## config.mk

```make
export PLATFORM = sky130hd
export DESIGN_NAME = connect_n_game_core
export DESIGN_NICKNAME = d
export VERILOG_FILES = /design/src/rtl/connect_n_game_core.sv
export SDC_FILE = /design/constraint.sdc
export NUM_CORES = 1
export LEC_CHECK = 0
export BUFFER_PORTS_ARGS = -buffer_cell sky130_fd_sc_hd__buf_2
export CAP_MARGIN = 10
export CORE_UTILIZATION = 62
export CTS_CLUSTER_DIAMETER = 150
export DETAILED_ROUTE_END_ITERATION = 16
export PLACE_DENSITY = 0.79
export SETUP_SLACK_MARGIN = 0.15
export SLEW_MARGIN = 20
export SYNTH_ARGS = -nofsm -noshare
export SYNTH_HDL_FRONTEND = slang
export SYNTH_SLANG_ARGS = --single-unit
```

## constraint.sdc

```tcl
create_clock -name clk -period 12.3 [get_ports clk]
set_input_delay 1.845 -clock clk [delete_from_list [all_inputs] [get_ports clk]]
set_output_delay 1.845 -clock clk [all_outputs]
set_load 0.01 [all_outputs]
```

## src/rtl/connect_n_game_core.sv

```systemverilog
`default_nettype none
// ============================================================================
// Module   : connect_n_game_core
// Purpose  : Connect-N board, cursor and turn engine with fixed-latency scan
// Revision : 1.0  initial release
// ============================================================================
module connect_n_game_core #(
   parameter int  COLS    = 7,
   parameter int  ROWS    = 6,
   parameter int  WIN_LEN = 4,
   parameter int  WRAP    = 1,
   localparam int CW      = (COLS > 1) ? $clog2(COLS) : 1,
   localparam int RW      = (ROWS > 1) ? $clog2(ROWS) : 1
) (
   input  logic          clk,
   input  logic          rst,
   input  logic          move_left,
   input  logic          move_right,
   input  logic          drop_piece,
   input  logic [CW-1:0] rd_col,
   input  logic [RW-1:0] rd_row,
   output logic [1:0]    rd_cell,
   output logic [CW-1:0] cursor,
   output logic          cur_player,
   output logic          busy,
   output logic          game_over,
   output logic [1:0]    winner
);

   localparam int HW = $clog2(ROWS + 1);
   localparam int NW = $clog2(COLS * ROWS + 1);
   localparam int SW = $clog2(WIN_LEN);

   localparam logic [CW-1:0]     CUR_RESET = CW'(COLS / 2);
   localparam logic [CW-1:0]     CUR_MAX   = CW'(COLS - 1);
   localparam logic [HW-1:0]     H_FULL    = HW'(ROWS);
   localparam logic [NW-1:0]     N_CELLS   = NW'(COLS * ROWS);
   localparam logic [SW-1:0]     STEP_LAST = SW'(WIN_LEN - 1);
   localparam logic [4:0]        RUN_WIN   = 5'(WIN_LEN);
   localparam logic signed [7:0] COLS_S    = 8'(COLS);
   localparam logic signed [7:0] ROWS_S    = 8'(ROWS);

   typedef enum logic [2:0] {
      S_IDLE   = 3'd0,
      S_DROP   = 3'd1,
      S_CHECK  = 3'd2,
      S_RESULT = 3'd3,
      S_OVER   = 3'd4
   } state_t;

   state_t        state_q,  state_d;
   logic [1:0]    board_q  [COLS][ROWS];
   logic [1:0]    board_d  [COLS][ROWS];
   logic [HW-1:0] height_q [COLS];
   logic [HW-1:0] height_d [COLS];
   logic [NW-1:0] count_q,  count_d;
   logic [CW-1:0] cursor_q, cursor_d;
   logic          player_q, player_d;
   logic          over_q,   over_d;
   logic [1:0]    winner_q, winner_d;
   logic [CW-1:0] col_q,    col_d;
   logic [RW-1:0] row_q,    row_d;
   logic [2:0]    dir_q,    dir_d;
   logic [SW-1:0] step_q,   step_d;
   logic [4:0]    run_q,    run_d;
   logic          active_q, active_d;
   logic          win_q,    win_d;
   logic [2:0]    prev_q,   prev_d;

   logic                ev_left, ev_right, ev_drop;
   logic [1:0]          piece;
   logic signed [7:0]   col_x, row_x, step_x, px, py;
   logic                in_range, probe_match;
   logic [1:0]          probe_cell;
   logic [4:0]          run_next;

   assign ev_left  = move_left  & ~prev_q[0];
   assign ev_right = move_right & ~prev_q[1];
   assign ev_drop  = drop_piece & ~prev_q[2];
   assign prev_d   = {drop_piece, move_right, move_left};
   assign piece    = player_q ? 2'b10 : 2'b01;

   // Probe location for the current half-direction and step
   always_comb begin
      col_x  = 8'(col_q);
      row_x  = 8'(row_q);
      step_x = 8'(step_q);
      px     = col_x;
      py     = row_x;
      case (dir_q)
         3'd0:    px = col_x - step_x;
         3'd1:    px = col_x + step_x;
         3'd2:    py = row_x - step_x;
         3'd3:    py = row_x + step_x;
         3'd4:    begin px = col_x - step_x; py = row_x - step_x; end
         3'd5:    begin px = col_x + step_x; py = row_x + step_x; end
         3'd6:    begin px = col_x - step_x; py = row_x + step_x; end
         default: begin px = col_x + step_x; py = row_x - step_x; end
      endcase
      in_range   = !px[7] && (px < COLS_S) && !py[7] && (py < ROWS_S);
      probe_cell = 2'b00;
      if (in_range) begin
         probe_cell = board_q[px[CW-1:0]][py[RW-1:0]];
      end
      probe_match = active_q && (probe_cell == piece);
      run_next    = run_q + 5'(probe_match);
   end

   always_comb begin
      state_d  = state_q;
      board_d  = board_q;
      height_d = height_q;
      count_d  = count_q;
      cursor_d = cursor_q;
      player_d = player_q;
      over_d   = over_q;
      winner_d = winner_q;
      col_d    = col_q;
      row_d    = row_q;
      dir_d    = dir_q;
      step_d   = step_q;
      run_d    = run_q;
      active_d = active_q;
      win_d    = win_q;

      case (state_q)
         S_IDLE: begin
            if (ev_drop) begin
               if (height_q[cursor_q] != H_FULL) begin
                  state_d = S_DROP;
                  col_d   = cursor_q;
                  row_d   = height_q[cursor_q][RW-1:0];
               end
            end else if (ev_left && !ev_right) begin
               if (cursor_q == '0) begin
                  cursor_d = (WRAP != 0) ? CUR_MAX : cursor_q;
               end else begin
                  cursor_d = cursor_q - CW'(1);
               end
            end else if (ev_right && !ev_left) begin
               if (cursor_q == CUR_MAX) begin
                  cursor_d = (WRAP != 0) ? '0 : cursor_q;
               end else begin
                  cursor_d = cursor_q + CW'(1);
               end
            end
         end

         S_DROP: begin
            board_d[col_q][row_q] = piece;
            height_d[col_q]       = height_q[col_q] + HW'(1);
            count_d               = count_q + NW'(1);
            dir_d                 = 3'd0;
            step_d                = SW'(1);
            run_d                 = 5'd1;
            active_d              = 1'b1;
            win_d                 = 1'b0;
            state_d               = S_CHECK;
         end

         // A mismatch masks the rest of the half-direction but its cycles still run
         S_CHECK: begin
            if (step_q == STEP_LAST) begin
               step_d   = SW'(1);
               active_d = 1'b1;
               if (dir_q[0]) begin
                  if (run_next >= RUN_WIN) begin
                     win_d = 1'b1;
                  end
                  run_d = 5'd1;
               end else begin
                  run_d = run_next;
               end
               if (dir_q == 3'd7) begin
                  state_d = S_RESULT;
               end else begin
                  dir_d = dir_q + 3'd1;
               end
            end else begin
               step_d   = step_q + SW'(1);
               active_d = probe_match;
               run_d    = run_next;
            end
         end

         S_RESULT: begin
            if (win_q) begin
               over_d   = 1'b1;
               winner_d = piece;
               state_d  = S_OVER;
            end else if (count_q == N_CELLS) begin
               over_d   = 1'b1;
               winner_d = 2'b00;
               state_d  = S_OVER;
            end else begin
               player_d = ~player_q;
               state_d  = S_IDLE;
            end
         end

         S_OVER: begin
            if (ev_drop) begin
               for (int c = 0; c < COLS; c++) begin
                  height_d[c] = '0;
                  for (int r = 0; r < ROWS; r++) begin
                     board_d[c][r] = 2'b00;
                  end
               end
               count_d  = '0;
               cursor_d = CUR_RESET;
               player_d = 1'b0;
               over_d   = 1'b0;
               winner_d = 2'b00;
               state_d  = S_IDLE;
            end
         end

         default: state_d = S_IDLE;
      endcase
   end

   always_ff @(posedge clk) begin
      if (rst) begin
         state_q  <= S_IDLE;
         for (int c = 0; c < COLS; c++) begin
            height_q[c] <= '0;
            for (int r = 0; r < ROWS; r++) begin
               board_q[c][r] <= 2'b00;
            end
         end
         count_q  <= '0;
         cursor_q <= CUR_RESET;
         player_q <= 1'b0;
         over_q   <= 1'b0;
         winner_q <= 2'b00;
         col_q    <= '0;
         row_q    <= '0;
         dir_q    <= 3'd0;
         step_q   <= SW'(1);
         run_q    <= 5'd1;
         active_q <= 1'b1;
         win_q    <= 1'b0;
         prev_q   <= 3'b111;
      end else begin
         state_q  <= state_d;
         board_q  <= board_d;
         height_q <= height_d;
         count_q  <= count_d;
         cursor_q <= cursor_d;
         player_q <= player_d;
         over_q   <= over_d;
         winner_q <= winner_d;
         col_q    <= col_d;
         row_q    <= row_d;
         dir_q    <= dir_d;
         step_q   <= step_d;
         run_q    <= run_d;
         active_q <= active_d;
         win_q    <= win_d;
         prev_q   <= prev_d;
      end
   end

   always_comb begin
      rd_cell = 2'b00;
      if (({1'b0, rd_col} < (CW+1)'(COLS)) && ({1'b0, rd_row} < (RW+1)'(ROWS))) begin
         rd_cell = board_q[rd_col][rd_row];
      end
   end

   assign cursor     = cursor_q;
   assign cur_player = player_q;
   assign busy       = (state_q == S_DROP) || (state_q == S_CHECK) || (state_q == S_RESULT);
   assign game_over  = over_q;
   assign winner     = winner_q;

endmodule
`default_nettype wire

```

---- Yosys cells after proc, flatten, opt, wreduce, memory -nomap -nowiden ----
Cells that the tools add are included.
cells by class
  equality and inequality tests ........... 29
  $lt $le $gt $ge ......................... 14
  bitwise gates (word level) .............. 14
  muxes and demuxes ....................... 77
  add/sub/neg operators ................... 11
  reductions and logical operators ........ 34
operators with widths
  kind                                                                   number
  84-bit one-hot mux with 2 select lines                                 1
  84-bit bitwise mux                                                     1
  84-bit two-way mux                                                     1
  12-bit binary-select mux with 3-bit select                             2
  12-bit two-way mux                                                     5
  3-bit two-way mux                                                      20
  21-bit one-hot mux with 2 select lines                                 1
  12-bit demux with 3-bit select                                         1
  8-bit one-hot mux with 2 select lines                                  2
  4-bit greater-or-equal comparator (second input constant)              7
  3-bit inverter with 4-bit output                                       7
  2-bit two-way mux                                                      12
  2-bit != test (second input constant)                                  11
  21-bit bitwise mux                                                     1
  21-bit two-way mux                                                     1
  3-bit binary-select mux with 3-bit select                              2
  3-bit == test (second input constant)                                  6
  8-bit by 4-bit < comparator with 1-bit output (second input constant)  2
  3-bit one-hot mux with 5 select lines                                  1
  2-bit binary-select mux with 3-bit select                              2
  3-bit by 2-bit == test with 1-bit output (second input constant)       4
  3-bit one-hot mux with 2 select lines                                  2
  6-bit one-hot mux with 2 select lines                                  1
  4-bit AND reduction                                                    3
  other kinds (35)                                                       83
storage, ports and cells
  bits of input ports ..................... 11
  word-level logic and storage cells ...... 242
  output and inout port bits .............. 10
  register bits after elaboration ......... 142

---- Longest topological paths before layout ----
  depth in word-level cells ............... 19
  mapped depth ............................ 20
  depth with buffers taken out ............ 18

---- Worst setup path before layout ----
No wires, ideal clock.
  path type ............................... input -> output
  start point ............................. input rd_col[1]
  end point ............................... output rd_cell[0]
  setup slack ............................. 6760 ps
  arrival time ............................ 3695 ps
  data required time ...................... 10455 ps
  cell stages on the path ................. 6
  path buffers ............................ 2
  path through ............................ clkbuf_1 > buf_1 > mux4_2 > mux4_2 > mux2i_1 > o22ai_1
between the ends
  cells in the longest elaborated chain, start to end .. 8
  elaborated cells on any way between the ends .. 10
  classes of those cells .................. order compare: 1; mux: 7; bitwise: 1; reduce/logical: 1
ends and longest elaborated chain
  item                                                    line  RTL
  from (decl)                                             20    input logic [CW-1:0] rd_col,
  3-bit inverter with 4-bit output (not written as such)  267   rd_cell = board_q[rd_col][rd_row];
  12-bit binary-select mux with 3-bit select              267
  12-bit two-way mux (not written as such) (2 in a row)   267
  2-bit binary-select mux with 3-bit select               267
  2-bit two-way mux (not written as such) (2 in a row)    267
  2-bit two-way mux (*)                                   266   if (({1'b0, rd_col} < (CW+1)'(COLS)) && ({1'b0, rd_row} < (RW+1)'(ROWS))) begin
  to (decl)                                               22    output logic [1:0] rd_cell,
Every way passes the cells marked *; elsewhere a longest branch is shown, timed or not. The select of a mux whose other input is x is not followed.

---- Final worst setup path ----
  start point ............................. input rd_col[1]
  end point ............................... output rd_cell[1]
The elaborated chain is that of the path after synthesis.

==> results.yml <==
pwr:
  power.leakage_nw: 3.44
  clkPwrFrac: 0.486
  peakVddDrop_mv: 0.108
  p_per_area_nw_per_um2: 120
  intPower_mw: 0.820
  power_frac_seq: 0.427
  power_frac_comb: 0.087
  switching_share: 0.258
  switchingPower_mw: 0.285
layout:
  area_growth_pct: 7.47
  n_antenna_cell: 0
  drive_gt1_frac: 0.0898
  nNetsFinal: 1132
synthesis:
  synth_seq_cells: 142
  netlist_area_um2: 8590
  synth_flop_cell: "dfxtp_1"
  yosysUniqueCellTypes: 73
  yosysTopAreaCell: "dfxtp_1"
  yosysSeqAreaShare: 0.331
  synth_edf_count: 0
  synth.area.top_cells: "dfxtp_1 33%, nor2_1 11%, nand2_1 6.3%"
  synth_warnings: 0
  syn-instance-count: 1127
  syn-num-nets: 1168
  syn_area_per_cell_um2: 7.62
  synth_top_cell_area_share: 0.331
  synth_async_sr_flop_share: 0
timing:
  finClkSkew_ns: 0.00983
  slew_viol_final: 0
  fmax_mhz: 171
  hold_slack_ns: 0.458
  finalCritPeriodShare: 0.474
  worstMarginPinSlew_ns: 1.12
  finalCriticalPeriod_ns: 5.83
  rsz0062_at_grt: "false"
  relSlewSlack: 0.254
  tns_ns: 0
  setup_viol: 0
  finalHoldViolCount: 0
floorplan:
  core-area_um2: 13400
  die_height_um: 120
  num_io_pins: 21
  die-area_um2: 14300
  start_util: 0.641
  die_width_um: 120
  row_count: 42
global_route:
  first_global_vias: 7554
  grt_pass1_wl_mm: 38.5
  grt.total_usage: 0.339
  antenna_found_initial: 0
  grt.overflow.total: 0
  grt_max_degree: 90
critical_path:
  worst-path-buf-inv: 2
  r2r_start: "col_q[0]"
  critPathLaunchType: "input pin"
  cp_max_fo: 25
  max_stage_delay_ns: 0.55
  cp_top_family: "buffers and inverters"
  cp_slowest_cell: "buf_2"
  endpoint_kind: "output port"
  cpMostUsedCell: "buf_2"
  ff2ff_setup_slack_ns: 7.04
  r2r_end: "win_q"
  worstSetupPathType: "input pin to output port"
  arrival_ns: 3.99
  crit_chain: "buf_2 -> nor2b_1 -> nand2_1 -> o21ai_0 -> mux4_2 -> mux2i_1 -> o22ai_1 -> buf_2"
  rr_worst_depth: 17
  critPathRequiredTime_ns: 10.45
route:
  drt_iter0_markers: 932
  post_drt_wl_per_cell_um: 18.2
  vias: 8219
  firstDrtPassIters: 6
  drt-vias-per-instance: 6.43
  ant_nets: 0
  wl_mm: 23.3
  route.detailed.drc: 0
clock_tree:
  hold_buffers: 0
  clkSinkCount: 142
  cts_resized: 0
  cts-root-buf: "clkbuf_16"
  cts_tree: "built"
  clockBufferDepth: 2
  insertion_delay_ns: 0.43
  cts-buffers-inserted: 17
  cts_setup_buffers: 0
  h-tree-depth: 4
  path_clk_slew_ns: 0.06
worst_hold_path:
  whs_endpoint: "game_over"
  hold_class: "register to register"
  hold_depth: 2
  min-delay-start: "game_over"
placement:
  place_congestion: 0.955
  port_buffers: 20
  post-dp-hpwl_mm: 15.6
status:
  outcome: "complete, no violations"
job:
  cap_violations: 0
==> synthesized netlist by cell type, types with 8 or more instances <==
library cell,number
a21oi_1,80
a31oi_1,73
buf_1,8
clkbuf_1,59
dfxtp_1,142
ha_1,26
inv_1,17
mux2i_1,48
mux4_2,20
nand2_1,143
nand2b_1,13
nand3_1,48
nor2_1,248
nor3_1,15
o211ai_1,15
o21ai_0,27
or3_1,8
==> state kept, by name (all words and copies together) (netlist names), 2 cells and up <==
name and count:
board_q 84, col_q 3, count_q 6, cursor 3
dir_q 3, height_q 21, prev_q 3, row_q 3
run_q 5, state_q 3, step_q 2, winner 2
==> cells in the final DEF, fill, tap and decap left out, types with 5 or more instances in the layout <==
cell	Yosys	routed
nor3_1	15	15
nand2_1	143	142
nand3_1	48	48
o22ai_1	7	7
nor3b_1	6	6
mux2i_1	48	48
buf_4	6	6
nor2_1	248	248
nand2b_1	13	12
clkbuf_16	0	17
dfxtp_1	142	142
o21ai_0	27	26
or3_1	8	8
a21oi_1	80	80
and2_1	5	5
inv_1	17	17
or2_2	5	5
nor2b_1	7	7
a31oi_1	73	73
and3_1	7	7
nor4_1	5	5
xor2_1	7	7
nand4_1	5	5
o211ai_1	15	15
mux4_2	20	20
ha_1	26	26
buf_2	6	19
==> area by class of cell <==
class	count	area, um2
fillers	1149	4170
clock inverters	14	183
clock buffers	17	425
inverters	17	63.8
repair buffers	25	140
flip-flops and latches	142	2840
well taps	176	220
multi-input cells	888	5350
==> stage by stage <==
stage	setup WS (ns)	power, mW	std cells	area [um2]	utilization
after detailed placement	6.47	0.576	1248	8620	0.643
after floorplan	6.76	0.557	1127	8590	-
after global placement	6.53	0.575	1248	8620	0.643
final	6.47	1.10	1279	9230	0.689
after global routing	6.36	1.14	1279	9230	0.689
after CTS	6.49	1.11	1279	9230	0.689
==> cells by family after synthesis <==
family,after synthesis,synth area share
and+or+nand+nor,532,0.272
muxes,72,0.115
xor gates and xnor gates,9,0.00918
DFF,142,0.331
AOI/OAI and AO/OA,245,0.180
adders and majority gates,30,0.0472
buffers and inverters,97,0.0468
==> worst max path at each step <==
stage,startpoint,to,slack [ns],depth (start not counted)
global placement,rd_col[1],rd_cell[1],6.53,8
finish,rd_col[1],rd_cell[1],6.47,8
CTS,rd_col[1],rd_cell[1],6.49,8
detailed placement,rd_col[1],rd_cell[1],6.47,8
floorplan,rd_col[1],rd_cell[0],6.76,6
global route,rd_col[1],rd_cell[1],6.36,8
==> layer usage <==
metal | wire length [um] | vias up | GRT usage | part of all wire
met5 | 0 | - | 0 | 0
met4 | 561 | 0 | 0.132 | 0.024
met3 | 2500 | 55 | 0.0684 | 0.11
met2 | 10100 | 448 | 0.509 | 0.43
met1 | 10100 | 3807 | 0.478 | 0.44
li1 | - | 3909 | - | -
==> tightest hold or removal path, delay by kind of cell (launching register included) <==
kind             cells  cell delay, ns
AO/OA/AOI/OAI        1            0.05
flip-flops           1            0.31
AND/OR/NAND/NOR      1            0.05
==> power groups by stage <==
stage,Combinational (mW),Clock (mW),Sequential (mW)
after floorplan,0.0813,0,0.476
after global placement,0.0932,0,0.482
after detailed placement,0.0939,0,0.482
after CTS,0.0946,0.540,0.472
after global routing,0.105,0.560,0.472
final,0.0963,0.537,0.472
No activity file was read; power rests on OpenSTA's default activity.
